### config.mk
export PLATFORM = sky130hd
export DESIGN_NAME = regfile_write_arbiter
export DESIGN_NICKNAME = d
export VERILOG_FILES = /design/src/rtl/cpu_types_pkg.sv /design/src/rtl/rr_arbiter.sv /design/src/rtl/regfile_write_arbiter.sv
export SDC_FILE = /design/constraint.sdc
export NUM_CORES = 1
export LEC_CHECK = 0
export ABC_AREA = 1
export CORE_AREA = 5 5 114 116
export DETAILED_ROUTE_END_ITERATION = 16
export DIE_AREA = 0 0 119 121
export PLACE_DENSITY_LB_ADDON = 0.2
export REMOVE_ABC_BUFFERS = 1
export SYNTH_ARGS = -nofsm -noshare
export SYNTH_HDL_FRONTEND = slang
export SYNTH_SLANG_ARGS = --single-unit
### constraint.sdc
create_clock -name clk -period 5.5 [get_ports clk]
set_clock_uncertainty 0.2 [all_clocks]
set_input_delay 1.375 -clock clk [delete_from_list [all_inputs] [get_ports clk]]
set_output_delay 1.375 -clock clk [all_outputs]
set_load 0.02 [all_outputs]
### src/rtl/cpu_types_pkg.sv
// Shared CPU datapath types: register index/word widths, writeback requester IDs
// and the writeback stage record.
package cpu_types_pkg;

    localparam int unsigned INDEX_W = 5;
    localparam int unsigned WORD_W  = 32;

    typedef logic [INDEX_W-1:0] index_t;
    typedef logic [WORD_W-1:0]  word_t;

    localparam int unsigned RF_WB_NREQ = 3;

    localparam int unsigned REQ_ALU = 0;
    localparam int unsigned REQ_LSU = 1;
    localparam int unsigned REQ_CSR = 2;

    typedef struct packed {
        logic   valid;
        index_t index;
        word_t  data;
    } wb_stage_t;

endpackage

### src/rtl/rr_arbiter.sv
// Combinational round-robin search: first requester at or after ptr wins.
// The pointer register lives in the parent; next_ptr is one past the winner.
module rr_arbiter #(
    parameter int unsigned N  = 3,
    parameter int unsigned PW = (N > 1) ? $clog2(N) : 1
) (
    input  logic [N-1:0]  req,
    input  logic          enable,
    input  logic [PW-1:0] ptr,
    output logic [N-1:0]  grant,
    output logic [PW-1:0] next_ptr
);

    logic        found;
    int unsigned idx;

    always_comb begin
        grant    = '0;
        next_ptr = ptr;
        found    = 1'b0;
        idx      = 0;
        for (int unsigned k = 0; k < N; k++) begin
            idx = (32'(ptr) + k) % N;
            if (enable && !found && req[idx]) begin
                found      = 1'b1;
                grant[idx] = 1'b1;
                next_ptr   = PW'((idx + 1) % N);
            end
        end
    end

endmodule

### src/rtl/regfile_write_arbiter.sv
// Round-robin arbiter sharing the register file write port among NREQ writeback sources.
// Define RF_ARB_FORWARD_EN to forward the in-flight write stage onto the read data outputs.
module regfile_write_arbiter
    import cpu_types_pkg::*;
#(
    parameter int unsigned NREQ  = RF_WB_NREQ,
    parameter int unsigned IDXW  = INDEX_W,
    parameter int unsigned DATAW = WORD_W
) (
    input  logic                  clk,
    input  logic                  rst,
    input  logic                  hold,
    input  logic [NREQ-1:0]       req_valid,
    input  logic [NREQ*IDXW-1:0]  req_index,
    input  logic [NREQ*DATAW-1:0] req_data,
    output logic [NREQ-1:0]       req_ready,
    output logic                  reg_write,
    output logic [IDXW-1:0]       write_index,
    output logic [DATAW-1:0]      write_data,
    input  logic [IDXW-1:0]       read_index1,
    input  logic [IDXW-1:0]       read_index2,
    input  logic [DATAW-1:0]      rf_read_data1,
    input  logic [DATAW-1:0]      rf_read_data2,
    output logic [DATAW-1:0]      read_data1,
    output logic [DATAW-1:0]      read_data2,
    output logic                  busy
);

    localparam int unsigned PW = (NREQ > 1) ? $clog2(NREQ) : 1;

    typedef struct packed {
        logic             valid;
        logic [IDXW-1:0]  index;
        logic [DATAW-1:0] data;
    } stage_t;

    stage_t           stage;
    logic [PW-1:0]    rr_ptr;
    logic [PW-1:0]    next_ptr;
    logic [NREQ-1:0]  grant;
    logic             grant_en;
    logic [IDXW-1:0]  sel_index;
    logic [DATAW-1:0] sel_data;

    // Reset also masks grants so nothing is handshaken while the pipe flushes.
    assign grant_en = !hold && !rst;

    rr_arbiter #(
        .N  (NREQ),
        .PW (PW)
    ) u_rr_arbiter (
        .req      (req_valid),
        .enable   (grant_en),
        .ptr      (rr_ptr),
        .grant    (grant),
        .next_ptr (next_ptr)
    );

    assign req_ready = grant;

    always_comb begin
        sel_index = '0;
        sel_data  = '0;
        for (int unsigned i = 0; i < NREQ; i++) begin
            if (grant[i]) begin
                sel_index = req_index[i*IDXW +: IDXW];
                sel_data  = req_data[i*DATAW +: DATAW];
            end
        end
    end

    // The write port never stalls, so the stage drains every cycle.
    always_ff @(posedge clk) begin
        if (rst) begin
            stage  <= '0;
            rr_ptr <= '0;
        end else if (|grant) begin
            stage.valid <= 1'b1;
            stage.index <= sel_index;
            stage.data  <= sel_data;
            rr_ptr      <= next_ptr;
        end else begin
            stage.valid <= 1'b0;
        end
    end

    assign reg_write   = stage.valid && (stage.index != '0);
    assign write_index = stage.index;
    assign write_data  = stage.data;
    assign busy        = stage.valid;

`ifdef RF_ARB_FORWARD_EN
    assign read_data1 = (reg_write && (stage.index == read_index1)) ? stage.data : rf_read_data1;
    assign read_data2 = (reg_write && (stage.index == read_index2)) ? stage.data : rf_read_data2;
`else
    logic unused_read_index;
    assign unused_read_index = ^{read_index1, read_index2};
    assign read_data1 = rf_read_data1;
    assign read_data2 = rf_read_data2;
`endif

endmodule

==> flow_metrics.py <==
metrics = {
    "status": {
        "outcome": "finished, final reports clean",
    },
    "critical_path": {
        "crit_path_end_kind": "output pin",
        "crit_chain": "clkdlybuf4s50_1 > inv_1 > nand2_1 > nand3_2 > nand2_1 > nand2_1 > nor2_1 > a21oi_1 > o21a_2 > inv_1 > clkdlybuf4s50_1",
        "crit_start": "req_valid[1]",
        "cpMostUsedCell": "nand2_1",
        "r2r_end": "rr_ptr[0]$_SDFFE_PP0P_",
        "cpPeakStageDelay_ns": 0.63,
        "start_kind": "input pin",
        "cp_max_fo": 3,
        "r2r_slack_ns": 0.98,
        "reg2reg_from": "rr_ptr[1]$_SDFFE_PP0P_",
        "r2r_cells": 34,
        "cp_slowest_cell": "clkdlybuf4s50_1",
        "path_delay_family": "buffers and inverters",
        "path_class": "in -> out",
        "arrival_ns": 3.46,
        "critical_path_buf_inv_count": 4,
        "required_ns": 3.92,
    },
    "min_path": {
        "hold_path_class": "reg -> reg",
        "worst_hold_startpoint": "write_data[1]$_SDFFE_PP0P_",
        "hold_depth": 2,
        "hold_end": "write_data[1]$_SDFFE_PP0P_",
    },
    "floorplanning": {
        "io_pins": 297,
        "die-area_sq_um": 14400,
        "coreArea_sq_um": 11810,
        "num_rows": 40,
        "chipHeight_microns": 121,
        "initial_core_util": 0.2756,
        "die_w_microns": 119,
    },
    "synth": {
        "yosys_register_bits": 40,
        "yosysWarnings": 0,
        "synth_top_cell_area_share": 0.2460,
        "synth_seq_area_share": 0.2460,
        "syn_area_per_cell_sq_um": 6.956,
        "synth_area_sq_um": 3256,
        "synth_compound_area_frac": 0.2398,
        "synthSimpleGateAreaFrac": 0.2287,
        "synth_area_leaders": "dfxtp_1, buf_4, a21oi_1, a22oi_1, nand2_1",
        "yosys.area_share.adder": 0.05765,
        "synth_cells": 468,
        "muxShareOfSynthArea": 0,
        "synthDistinctLibCells": 31,
        "synth_top_family_by_area": "compound AO/OA/AOI/OAI gates",
        "synthXorXnorAreaFrac": 0,
        "yosys.area.top_type": "dfxtp_1",
    },
    "placed_design": {
        "dpl.hpwl_microns": 12440,
        "port_buffers": 158,
        "place.gp.congestion": 0.8207,
    },
    "timing": {
        "hold_violations": 0,
        "finalMaxSlewViolations": 0,
        "period_share": 0.9147,
        "tightest_slew_ns": 0.8957,
        "fmax_mhz": 198.8,
        "slew-limit-headroom": 0.4014,
        "fin_setup_tns_ns": 0,
        "setup_violations": 0,
        "period_needed_ns": 5.031,
        "rsz0062_at_grt": "false",
    },
    "clock_network": {
        "cts_max_level": 2,
        "cts-root-buf": "clkbuf_16",
        "cts_tree": "done",
        "clock_latency_ns": 0.28,
        "cts_hold_buf": 0,
        "clock-sinks": 40,
        "path_clk_slew_ns": 0.06,
        "max-clock-path-buffers": 2,
        "numCtsBuffers": 5,
    },
    "cells_and_area": {
        "fin_nets": 757,
        "n_antenna_cell": 0,
        "ff_latch_area_sq_um": 800.8,
        "drive_gt1_frac": 0.09058,
        "area_growth_pct": 42.74,
        "fillers": 1251,
        "multi_input_area_sq_um": 1729,
        "fin_util": 0.3934,
    },
    "detailed_routing": {
        "maxUsedRoutingLayer": "met5",
        "num_vias": 3356,
        "wire_per_inst_microns": 21.30,
        "routed_wl_microns": 14890,
        "wl_met1_microns": 5706,
        "dr.pass1.iters": 4,
        "route.met2.wl_microns": 5669,
        "via_per_inst": 4.801,
        "wl_met3_microns": 3136,
        "ant_nets": 0,
        "drc_errors": 0,
        "initialDrtViolationCount": 91,
    },
    "power": {
        "vdd_drop_max_v": 0.0001749,
        "leakagePower_nw": 1.824,
        "finalPower_w": 0.002064,
        "powerDensity_nw_per_um2": 444.3,
    },
    "grt": {
        "track_usage": 0.2009,
        "antenna_found_initial": 0,
        "grt-ovfl-total": 0,
        "grt_pass1_wl_microns": 21560,
        "grt_pass1_vias": 3447,
        "grt_max_degree": 74,
    },
    "run": {
        "maxCapViolCount": 0,
    },
}
synthesized netlist by cell type, drive strengths merged:
cell type / number
buf: 80
a21oi: 78
nand2: 77
nor2: 60
dfxtp: 40
a22oi: 37
inv: 37
ha: 15
nand3: 15
clkbuf: 8
o21ai: 8
nand4: 3
o211ai: 3
and2: 1
nor3: 1
o2111ai: 1
o21a: 1
o221ai: 1
o22ai: 1
or4: 1
cell families (layout without fill, tap and decap cells):
logic type,after synthesis,after routing
adder cells (fa/ha/maj),15,15
buffers and inverters,125,209
flip-flops,40,40
AND/OR/NAND/NOR,158,158
AO/OA/AOI/OAI,130,130
state kept, by name (all words and copies together) (netlist names):
signal,count
rr_ptr,2
write_index,5
busy,1
write_data,32
area by class of cell:
class | count | area share
repair buffers | 164 | 0.3500
clock inverters | 3 | 0.009155
flip-flops and latches | 40 | 0.1723
clock buffers | 5 | 0.02693
multi-input cells | 303 | 0.3721
well taps | 147 | 0.03958
inverters | 37 | 0.02989
what timing repair did:
action	CTS	global route
setup endpoints to repair	0	1
buffers inserted	0	1
resized for setup	0	0
metrics by stage:
stage               setup WS, ns  area [sq um]  cells  hold slack (ns)
global route             0.07544          4647    699           0.2896
global placement          0.2217          4472    690           0.2528
detailed placement        0.1437          4472    690           0.2571
CTS                       0.4405          4639    698           0.2653
floorplan                -0.2832          2653    380           0.3389
finish                    0.4692          4647    699           0.2637
metal layers:
| metal | global-route usage | vias to the layer above |
|---|---|---|
| met4 | 0.03621 | 6 |
| li1 | - | 1655 |
| met5 | 0.1324 | - |
| met2 | 0.2653 | 214 |
| met1 | 0.2139 | 1468 |
| met3 | 0.2093 | 13 |
worst max path at each step:
stage / cells past startpoint / slack [ns] / endpoint
CTS: 34 / 0.44 / rr_ptr[0]$_SDFFE_PP0P_
finish: 11 / 0.47 / req_ready[0]
global placement: 32 / 0.22 / rr_ptr[0]$_SDFFE_PP0P_
detailed placement: 34 / 0.14 / rr_ptr[1]$_SDFFE_PP0P_
global route: 34 / 0.08 / rr_ptr[0]$_SDFFE_PP0P_
floorplan: 15 / -0.28 / rr_ptr[0]$_SDFFE_PP0P_
tightest hold or removal path: cells and delay by family (launching register included):
family / cells / cell delay, ns
AND/OR/NAND/NOR: 1 / 0.06
AO/OA/AOI/OAI: 1 / 0.05
flip-flops: 1 / 0.31
cells in the final DEF, fill, tap and decap left out, types with 2 or more instances in the layout:
| cell | count |
|---|---|
| nand2_2 | 9 |
| nand2_1 | 68 |
| o21ai_0 | 6 |
| ha_1 | 15 |
| nor2_2 | 3 |
| a21oi_1 | 78 |
| o21ai_1 | 2 |
| buf_4 | 6 |
| inv_1 | 31 |
| a22oi_1 | 37 |
| inv_2 | 6 |
| nand3_1 | 8 |
| nor2_4 | 6 |
| nand4_1 | 3 |
| clkbuf_16 | 5 |
| nand3_2 | 6 |
| clkdlybuf4s50_1 | 158 |
| nor2_1 | 51 |
| o211ai_1 | 2 |
| dfxtp_1 | 40 |
power breakdown:
group / internal, W / switching [W]
Clock: 0.000213 / 0.000121
Sequential: 0.000379 / 0.0000555
Combinational: 0.000532 / 0.000764
No activity file was read; power rests on OpenSTA's default activity.
